===== src/rtl/tictactoe_turn_ctrl.sv =====
`default_nettype none
// +--------------------------------------------------------------------+
// | Module : tictactoe_turn_ctrl                                       |
// | Turn sequencer and board write-port arbiter for tic-tac-toe.       |
// | Accepts human and AI moves, checks turn/range/occupancy, issues    |
// | single-cycle board writes and tracks win, draw and move count.     |
// | Rev    : 1.0  initial release                                      |
// +--------------------------------------------------------------------+
module tictactoe_turn_ctrl #(
   parameter int AI_TIMEOUT = 16
) (
   input  logic       ph1,
   input  logic       reset,
   input  logic       new_game,
   input  logic       hum_req,
   input  logic [1:0] hum_xoro,
   input  logic [1:0] hum_row,
   input  logic [1:0] hum_col,
   output logic       hum_ack,
   input  logic       ai_en,
   output logic       ai_start,
   input  logic       ai_valid,
   input  logic [1:0] ai_row,
   input  logic [1:0] ai_col,
   output logic [1:0] chk_row,
   output logic [1:0] chk_col,
   input  logic       occ,
   input  logic [1:0] win,
   output logic       wr_en,
   output logic [1:0] wr_xoro,
   output logic [1:0] wr_row,
   output logic [1:0] wr_col,
   output logic       clr,
   output logic       err,
   output logic [1:0] err_code,
   output logic [1:0] turn,
   output logic [3:0] move_cnt,
   output logic       game_over,
   output logic [1:0] result
);

   typedef enum logic [2:0] {
      S_TURN    = 3'd0,
      S_AI_WAIT = 3'd1,
      S_CHECK   = 3'd2,
      S_WRITE   = 3'd3,
      S_SETTLE  = 3'd4,
      S_OVER    = 3'd5
   } state_t;

   localparam logic [7:0] TIMER_LAST = 8'(AI_TIMEOUT - 1);

   state_t     state_q, state_d;
   logic [1:0] turn_q, turn_d;
   logic [3:0] move_cnt_q, move_cnt_d;
   logic [1:0] mv_xoro_q, mv_xoro_d;
   logic [1:0] mv_row_q, mv_row_d;
   logic [1:0] mv_col_q, mv_col_d;
   logic [1:0] wr_xoro_q, wr_xoro_d;
   logic [1:0] wr_row_q, wr_row_d;
   logic [1:0] wr_col_q, wr_col_d;
   logic       wr_en_q, wr_en_d;
   logic       hum_ack_q, hum_ack_d;
   logic       ai_start_q, ai_start_d;
   logic       clr_q, clr_d;
   logic       err_q, err_d;
   logic [1:0] err_code_q, err_code_d;
   logic       game_over_q, game_over_d;
   logic [1:0] result_q, result_d;
   logic [7:0] timer_q, timer_d;

   // Next-state and registered-output computation; new_game overrides everything.
   always_comb begin
      state_d     = state_q;
      turn_d      = turn_q;
      move_cnt_d  = move_cnt_q;
      mv_xoro_d   = mv_xoro_q;
      mv_row_d    = mv_row_q;
      mv_col_d    = mv_col_q;
      wr_xoro_d   = wr_xoro_q;
      wr_row_d    = wr_row_q;
      wr_col_d    = wr_col_q;
      wr_en_d     = 1'b0;
      hum_ack_d   = 1'b0;
      ai_start_d  = 1'b0;
      clr_d       = 1'b0;
      err_d       = 1'b0;
      err_code_d  = err_code_q;
      game_over_d = game_over_q;
      result_d    = result_q;
      timer_d     = timer_q;

      if (new_game) begin
         clr_d       = 1'b1;
         state_d     = S_TURN;
         turn_d      = 2'b01;
         move_cnt_d  = 4'd0;
         result_d    = 2'b00;
         game_over_d = 1'b0;
      end else begin
         case (state_q)
            S_TURN: begin
               if (turn_q == 2'b10 && ai_en) begin
                  ai_start_d = 1'b1;
                  timer_d    = 8'd0;
                  state_d    = S_AI_WAIT;
                  if (hum_req) begin
                     err_d      = 1'b1;
                     err_code_d = 2'b01;
                  end
               end else if (hum_req) begin
                  if (hum_xoro != turn_q) begin
                     err_d      = 1'b1;
                     err_code_d = 2'b01;
                  end else if (hum_row == 2'd3 || hum_col == 2'd3) begin
                     err_d      = 1'b1;
                     err_code_d = 2'b10;
                  end else begin
                     mv_xoro_d = hum_xoro;
                     mv_row_d  = hum_row;
                     mv_col_d  = hum_col;
                     hum_ack_d = 1'b1;
                     state_d   = S_CHECK;
                  end
               end
            end
            S_AI_WAIT: begin
               timer_d = timer_q + 8'd1;
               if (ai_valid) begin
                  if (ai_row == 2'd3 || ai_col == 2'd3) begin
                     err_d      = 1'b1;
                     err_code_d = 2'b10;
                     state_d    = S_TURN;
                  end else begin
                     mv_xoro_d = 2'b10;
                     mv_row_d  = ai_row;
                     mv_col_d  = ai_col;
                     state_d   = S_CHECK;
                  end
               end else if (timer_q == TIMER_LAST) begin
                  err_d      = 1'b1;
                  err_code_d = 2'b00;
                  state_d    = S_TURN;
               end
               // A turn violation outranks any coordinate/timeout code this cycle
               if (hum_req) begin
                  err_d      = 1'b1;
                  err_code_d = 2'b01;
               end
            end
            S_CHECK: begin
               if (occ) begin
                  err_d      = 1'b1;
                  err_code_d = 2'b11;
                  state_d    = S_TURN;
               end else begin
                  wr_en_d   = 1'b1;
                  wr_xoro_d = mv_xoro_q;
                  wr_row_d  = mv_row_q;
                  wr_col_d  = mv_col_q;
                  state_d   = S_WRITE;
               end
            end
            S_WRITE: begin
               move_cnt_d = (move_cnt_q == 4'd9) ? 4'd9 : move_cnt_q + 4'd1;
               state_d    = S_SETTLE;
            end
            S_SETTLE: begin
               if (win != 2'b00) begin
                  result_d    = win;
                  game_over_d = 1'b1;
                  state_d     = S_OVER;
               end else if (move_cnt_q == 4'd9) begin
                  result_d    = 2'b11;
                  game_over_d = 1'b1;
                  state_d     = S_OVER;
               end else begin
                  turn_d  = (turn_q == 2'b01) ? 2'b10 : 2'b01;
                  state_d = S_TURN;
               end
            end
            S_OVER: begin
               state_d = S_OVER;
            end
            default: begin
               state_d = S_TURN;
            end
         endcase
      end
   end

   // State and output registers with asynchronous active-low reset.
   always_ff @(posedge ph1 or negedge reset) begin
      if (!reset) begin
         state_q     <= S_TURN;
         turn_q      <= 2'b01;
         move_cnt_q  <= 4'd0;
         mv_xoro_q   <= 2'b00;
         mv_row_q    <= 2'b00;
         mv_col_q    <= 2'b00;
         wr_xoro_q   <= 2'b00;
         wr_row_q    <= 2'b00;
         wr_col_q    <= 2'b00;
         wr_en_q     <= 1'b0;
         hum_ack_q   <= 1'b0;
         ai_start_q  <= 1'b0;
         clr_q       <= 1'b0;
         err_q       <= 1'b0;
         err_code_q  <= 2'b00;
         game_over_q <= 1'b0;
         result_q    <= 2'b00;
         timer_q     <= 8'd0;
      end else begin
         state_q     <= state_d;
         turn_q      <= turn_d;
         move_cnt_q  <= move_cnt_d;
         mv_xoro_q   <= mv_xoro_d;
         mv_row_q    <= mv_row_d;
         mv_col_q    <= mv_col_d;
         wr_xoro_q   <= wr_xoro_d;
         wr_row_q    <= wr_row_d;
         wr_col_q    <= wr_col_d;
         wr_en_q     <= wr_en_d;
         hum_ack_q   <= hum_ack_d;
         ai_start_q  <= ai_start_d;
         clr_q       <= clr_d;
         err_q       <= err_d;
         err_code_q  <= err_code_d;
         game_over_q <= game_over_d;
         result_q    <= result_d;
         timer_q     <= timer_d;
      end
   end

   assign hum_ack   = hum_ack_q;
   assign ai_start  = ai_start_q;
   assign chk_row   = mv_row_q;
   assign chk_col   = mv_col_q;
   assign wr_en     = wr_en_q;
   assign wr_xoro   = wr_xoro_q;
   assign wr_row    = wr_row_q;
   assign wr_col    = wr_col_q;
   assign clr       = clr_q;
   assign err       = err_q;
   assign err_code  = err_code_q;
   assign turn      = turn_q;
   assign move_cnt  = move_cnt_q;
   assign game_over = game_over_q;
   assign result    = result_q;

endmodule
`default_nettype wire


===== config.mk =====
export PLATFORM = sky130hd
export DESIGN_NAME = tictactoe_turn_ctrl
export DESIGN_NICKNAME = d
export VERILOG_FILES = /design/src/rtl/tictactoe_turn_ctrl.sv
export SDC_FILE = /design/constraint.sdc
export NUM_CORES = 1
export LEC_CHECK = 0
export CAP_MARGIN = 30
export CORE_ASPECT_RATIO = 1.25
export CORE_MARGIN = 4
export CORE_UTILIZATION = 25
export CTS_CLUSTER_DIAMETER = 50
export CTS_CLUSTER_SIZE = 14
export DETAILED_ROUTE_END_ITERATION = 8
export PLACE_DENSITY_LB_ADDON = 0.25
export SETUP_SLACK_MARGIN = 0.2
export SLEW_MARGIN = 40
export SYNTH_ARGS = -nofsm -noshare
export SYNTH_HDL_FRONTEND = slang
export SYNTH_SLANG_ARGS = --single-unit

===== constraint.sdc =====
create_clock -name ph1 -period 3.3 [get_ports ph1]
set_input_delay 0.33 -clock ph1 [delete_from_list [all_inputs] [get_ports ph1]]
set_output_delay 0.33 -clock ph1 [all_outputs]
set_load 0.02 [all_outputs]

==> impl_results.md, run 1 <==
* CP Capture Type: flip-flop
* Pre-antenna DRT Iters at 4
* Clk Latency, worst-skew pair at 0.29 ns
* Drt wl/cell at 14.35 µm
* Least-Margin Pin Slew at 0.7766 ns
* Total GRT Usage at 11.39%
* Post-synth ARST share at 100.0%
* First-pass GRT wire length at 8.576 mm
* Hpwl dp at 3.778 mm
* Mapped Nets at 247
* Critical R2R Launch: state_q[2]$_DFFE_PN0P_
* Yosys top cell area share at 45.73%
* R2R Path End: err_code[0]$_DFFE_PN0P_
* EDFF count, synth at 0
* Nets at 289
* Port buffer count at 44
* Post-synth top cells: 38 x dfrtp_1, 38 x nand2_1, 28 x nor2_1, 14 x a21oi_1, 13 x o21ai_0
* Register area at 977.2 µm²
* Starting density of the core at 26.08%
* Worst r2r path cells at 5
* Top cells by area in the synthesized netlist: dfrtp_1 46%, nand2_1 6.9%, nor2_1 5.1%
* CORE AREA at 7973 µm²
* Die X at 89.58 µm
* CTS Buffer Depth at 2
* CTS tree: done
* Top Ports at 45
* Area grow syn2layout at 27.62%
* Residual DRC at 0
* Antenna Nets Post-Route at 0
* Die ar. at 9851 µm²
* # fillers at 836
* Final GP Congestion at 0.7753
* Clock sink count at 39
* Drt total wl at 5.209 mm
* WS Path Type: flip-flop to flip-flop
* Synth Cell Area at 2079 µm²
* Largest net degree at the start of global routing at 40
* Startpoint types: flip-flop
* Worst VDD drop at 165.8 µV
* Hold-fix buffers, CTS at 0
* Failing checks: hold timing
* Synth Instances at 225
* Resize count post-CTS at 0
* Num CTS Buffers at 5
* Max-slew violation count at 0
* R2R setup slack at 1.27 ns
* Rel. slew slack at 48.23%
* Layout cells sized above 1 at 9.701%
* Via Count at 1751
* Status: finished with violations
* Main synth FF type: dfrtp_1
* Antenna diode count at 0
* Vias in the first global route at 1703
* Avg Cell Area, Syn at 9.242 µm²
* Post-CTS Repair Setup Buffers at 0
* Root Buffer: clkbuf_8
* Worst path required time at 3.48 ns
* Largest fanout on the critical path at 16
* Die height at 110.0 µm
* Power Total at 1.220 mW
* Row cnt at 36
* H-tree levels at 2
* Data arrival time of the worst path at 2.21 ns
* PwrDens at 459.5 nW/µm²
* Final setup vio count at 0
* Setup TNS at 0 ns
* Synthesis Warnings at 0
* Final period util at 61.66%
* Min-delay worst type: input port to async pin
* Leakage at 1.125 nW
* Area leader, netlist: dfrtp_1
* Vias per inst at 4.824
* Initial antenna violation count at 0
* Crit path time final at 2.035 ns
* Sequential-to-total area share from yosys stat at 46.99%
* Peak Freq at 491.5 MHz
* Clock transition at path regs at 0.08 ns
* Netlist cell types at 54
* Area of the multi-input gates at 989.7 µm²
* Max Cap Viol at 0
* Unrepaired setup endpoints after global routing: false
* Drt initial violations at 87
* Final hold vios at 3
* Clock skew at 0.005668 ns
* Grt total ovfl at 0
* Seq cells post-synth at 39
* WHS at -0.003991 ns
placed cells by master, fill, tap and decap left out, drive strengths merged, types with 3 or more instances in the layout:
| cell type | instances |
|---|---|
| nor3 | 5 |
| nand2 | 38 |
| a31oi | 6 |
| a21oi | 14 |
| and3b | 3 |
| dfrtp | 38 |
| ha | 3 |
| o21ai | 14 |
| a41oi | 3 |
| inv | 5 |
| mux2 | 3 |
| and2 | 3 |
| clkdlybuf4s50 | 43 |
| buf | 4 |
| nand2b | 3 |
| nand4 | 4 |
| nor2 | 29 |
| nand3 | 6 |
| clkbuf | 5 |
| and3 | 3 |
| a21o | 3 |
worst max-delay path by stage:
stage,startpoint,end,slack (ns),cells after the start
2_1_floorplan,turn[1]$_DFFE_PN0P_,err_code[0]$_DFFE_PN0P_,1.54,5
3_3_place_gp,hum_row[1],chk_row[1]$_DFFE_PN0P_,1.03,5
3_5_place_dp,hum_row[1],chk_col[1]$_DFFE_PN0P_,0.99,6
4_1_cts,state_q[2]$_DFFE_PN0P_,err_code[1]$_DFFE_PN0P_,1.26,5
5_1_grt,hum_row[1],chk_col[0]$_DFFE_PN0P_,1.09,6
6_report,state_q[2]$_DFFE_PN0P_,err_code[0]$_DFFE_PN0P_,1.27,5
critical path, cell delays in order (launching register included):
cell     delay, ns
dfrtp_1       0.57
or3b_1        0.55
nor2_4        0.22
nand3_2       0.12
o31ai_2       0.11
mux2_1        0.35
flip-flops by register name (all words and copies together), names as in the netlist, 2 cells and up:
register and cells:
timer_q 8, move_cnt 4, state_q 3, chk_col 2, chk_row 2, err_code 2, mv_xoro_q 2, result 2
turn 2, wr_col 2, wr_row 2, wr_xoro 2
final cells by class:
cell class	instances	share of cell area, %
timing repair buffer	47	17.35
clock buffer	5	2.593
tap	95	4.479
inverter	5	0.7072
clock inverter	3	0.7544
multi-input combinational	169	37.29
sequential	39	36.82
kinds of logic (layout without fill, tap and decap cells):
| family | Yosys count | after routing | synth area share (%) |
|---|---|---|---|
| adders and majority gates | 3 | 3 | 1.805 |
| AOI/OAI and AO/OA | 51 | 51 | 16.19 |
| DFF | 39 | 39 | 46.99 |
| buffers and inverters | 17 | 60 | 5.415 |
| muxes | 4 | 4 | 2.106 |
| xor gates and xnor gates | 3 | 3 | 1.264 |
| and+or+nand+nor | 108 | 108 | 26.23 |
stage by stage:
stage | setup slack, ns | instance area [µm²] | instances | utilization, %
finish | 1.265 | 2654 | 363 | 33.29
global route | 1.086 | 2654 | 363 | 33.29
CTS | 1.263 | 2654 | 363 | 33.29
detailed placement | 0.9875 | 2565 | 355 | 32.17
global placement | 1.029 | 2562 | 355 | 32.14
floorplan | 1.542 | 2079 | 225 | -
routing by layer:
metal / vias to the layer above / track usage, % / wire length (µm)
met1: 833 / 15.38 / 2467
met5: - / 0 / 0
li1: 871 / - / -
met3: 6 / 2.751 / 235
met2: 41 / 17.10 / 2394
met4: 0 / 5.106 / 113
report_power, final:
| part | switching, mW | internal [mW] | total (mW) |
|---|---|---|---|
| Clock | 0.180 | 0.147 | 0.327 |
| Combinational | 0.152 | 0.152 | 0.304 |
| Sequential | 0.0432 | 0.546 | 0.589 |
(Power assumes the default switching activity.)
==> run 2: changes to the inputs <==
clock period = 1.8 ns   (was 3.3 ns; I/O delays follow)
==> run 2 against run 1 <==
The run now ends clean. Core utilization grew 5.4 points. Clock skew fell by 0.0013 ns. Highest routed layer unchanged. First-iteration DRC count fell by 4.6%. Critical path depth increased by 1. Critical path type unchanged. Sequential share of layout area down 5.0 points. Largest cell class unchanged. Global-route usage grew 0.10 points. Register-to-register slack worse by 1.2 ns. Critical endpoint is now chk_col[1]$_DFFE_PN0P_. Worst setup slack lost 1.2 ns. Cell area increased by 16%. Routed wire length is 11% higher. Sequential power grew 83%.
==> impl_results.md, run 2 (same netlist as run 1, synthesis figures left out) <==
* Status: finished, final reports clean
* Critical R2R Launch: state_q[1]$_DFFE_PN0P_
* Area grow syn2layout at 48.50%
* Largest fanout on the critical path at 6 (-10)
* Max-slew violation count at 0 (unchanged)
* Final setup vio count at 0 (unchanged)
* Least-Margin Pin Slew at 0.5324 ns (-0.2442 ns)
* First-pass GRT wire length at 8.707 mm (+1.5%)
* Largest net degree at the start of global routing at 40 (unchanged)
* Clock power frac at 26.6% (-0.2 points)
* Final hold vios at 0 (-3)
* Rel. slew slack at 64.51% (+16 points)
* CP Capture Type: flip-flop
* Commonest non-fill, non-tap cell in the layout: clkdlybuf4s50_1
* PwrDens at 750.3 nW/µm² (+63%)
* Residual DRC at 0 (unchanged)
* Min-delay worst type: input port to async pin
* Data arrival time of the worst path at 1.93 ns (-0.28 ns)
* Clk Latency, worst-skew pair at 0.29 ns (about the same)
* Clock transition at path regs at 0.08 ns (about the same)
* Worst r2r path cells at 6 (+1)
* Root Buffer: clkbuf_8
* Fin util at 38.73% (+5.4 points)
* Vias per inst at 4.810 (-0.28%)
* Nets at 327 (+13%)
* Row cnt at 36 (unchanged)
* Clock sink count at 39 (unchanged)
* Port buffer count at 44 (unchanged)
* Net switching fraction of the power at 30.06% (-0.68 points)
* Peak Freq at 583.3 MHz (+19%)
* CTS Buffer Depth at 2 (unchanged)
* Die X at 89.58 µm (unchanged)
* Initial antenna violation count at 0 (unchanged)
* Die ar. at 9851 µm² (unchanged)
* Layout cells sized above 1 at 28.20% (+18 points)
* Largest Register: timer_q
* WS Path Type: flip-flop to flip-flop
* Max Cap Viol at 0 (unchanged)
* Starting density of the core at 26.08% (unchanged)
* Drt initial violations at 83 (-4.6%)
* Antenna diode count at 0 (unchanged)
* Flip-flop count of the largest register after layout at 8 (unchanged)
* Crit path time final at 1.714 ns (-0.3204 ns)
* P_int at 1.621 mW (+92%)
* Most frequent cells in the layout: 41 x clkdlybuf4s50_1, 37 x nand2_1, 35 x buf_4
* CORE AREA at 7973 µm² (unchanged)
* Drt wl/cell at 14.46 µm (+0.75%)
* Die height at 110.0 µm (unchanged)
* R2R Path End: chk_col[1]$_DFFE_PN0P_
* Drt total wl at 5.783 mm (+11%)
* Num CTS Buffers at 5 (unchanged)
* CTS tree: done
* Unrepaired setup endpoints after global routing: true
* R2R setup slack at 0.09 ns (-1.18 ns)
* Final instance area at 3088 µm² (+16%)
* Setup TNS at 0 ns (unchanged)
* Hpwl dp at 3.981 mm (+5.4%)
* Top Ports at 45 (unchanged)
* H-tree levels at 2 (unchanged)
* Vias in the first global route at 1777 (+4.3%)
* Comb pwr share at 26.7% (+1.8 points)
* Placed inst area at 2730 µm² (+6.4%)
* # fillers at 828 (-0.96%)
* Startpoint types: flip-flop
* Total GRT Usage at 11.49% (+0.10 points)
* Leakage at 1.343 nW (+19%)
* Final GP Congestion at 0.7620 (-1.7%)
* Via Count at 1924 (+9.9%)
* Worst VDD drop at 271.3 µV (+64%)
* Seq pwr share at 46.7% (-1.6 points)
* Pre-antenna DRT Iters at 4 (unchanged)
* NetSw at 696.5 µW (+86%)
* Worst path required time at 2.01 ns (-1.47 ns)
* Antenna Nets Post-Route at 0 (unchanged)
* Clock skew at 0.004394 ns (-0.001274 ns)
* Final period util at 95.24% (+34 points)
* Grt total ovfl at 0 (unchanged)
==> run 2: cell count changes in the layout (fill, tap and decap cells not counted), moves of 4 or more <==
cell	delta
o21ai_0	-9
dfrtp_1	-5
buf_4	+31
o21ai_1	+7
buf_6	+4
dfrtp_2	+5
==> run 2: metal layers <==
layer | part of all wire [%] | wire length (µm) | vias up | global-route usage, %
li1 | - | - | 948 | -
met1 | 44 | 2544 | 929 | 14.27
met2 | 50 | 2867 | 40 | 18.78
met3 | 4.8 | 275 | 7 | 3.123
met4 | 1.6 | 95 | 0 | 4.362
met5 | 0 | 0 | - | 0
==> run 2: worst max-delay path: stages, from the launching register on <==
cell	delay [ns]
dfrtp_2	0.46
nor3b_4	0.26
nand4_1	0.22
a221oi_4	0.35
buf_6	0.18
nor2_1	0.04
a31oi_1	0.13
==> run 2: layout make-up <==
| type | count | area (µm²) | area share (%) |
|---|---|---|---|
| repair buffers | 85 | 755.7 | 24.47 |
| clock inverters | 1 | 5.005 | 0.1621 |
| well taps | 95 | 118.9 | 3.849 |
| flip-flops and latches | 39 | 983.4 | 31.85 |
| inverters | 5 | 18.77 | 0.6078 |
| multi-input cells | 169 | 1124 | 36.39 |
| clock buffers | 6 | 82.58 | 2.674 |
==> run 2: power groups by stage <==
stage / Sequential, mW / Combinational [mW] / Clock (mW)
finish: 1.08 / 0.619 / 0.615
global route: 1.10 / 0.676 / 0.677
CTS: 1.08 / 0.606 / 0.638
detailed placement: 1.10 / 0.594 / 0
global placement: 1.09 / 0.589 / 0
floorplan: 1.20 / 0.181 / 0
==> run 2: stage by stage <==
step / hold WS [ns] / power, mW / setup slack [ns] / cells
after floorplan: -0.1156 / 1.377 / 0.1139 / 225
after global placement: 0.2853 / 1.682 / -0.1667 / 375
after detailed placement: 0.2829 / 1.691 / -0.1770 / 375
after CTS: 0.4670 / 2.323 / 0.1180 / 388
after global routing: 0.4859 / 2.454 / -0.02206 / 400
final: 0.4757 / 2.317 / 0.08570 / 400
==> run 2: what timing repair did <==
item / 4_1_cts / 5_1_grt
cloned: 1 / 1
setup endpoints to repair: 30 / 29
gates resized for setup: 8 / 33
pin swaps: 1 / 10
endpoints found under the hold margin: 38 / 0
setup buffers: 4 / 11
hold buffers: 1 / 0
==> run 2: worst max-delay path by stage <==
stage	startpoint	end	slack [ns]	cells past startpoint
6_report	state_q[1]$_DFFE_PN0P_	chk_col[1]$_DFFE_PN0P_	0.09	6
5_1_grt	turn[1]$_DFFE_PN0P_	timer_q[7]$_DFFE_PN0P_	-0.02	8
4_1_cts	state_q[1]$_DFFE_PN0P_	mv_xoro_q[0]$_DFFE_PN0P_	0.12	6
3_5_place_dp	hum_row[1]	err_code[0]$_DFFE_PN0P_	-0.18	6
3_3_place_gp	hum_xoro[1]	err_code[0]$_DFFE_PN0P_	-0.17	6
2_1_floorplan	state_q[0]$_DFFE_PN0P_	err_code[0]$_DFFE_PN0P_	0.11	6
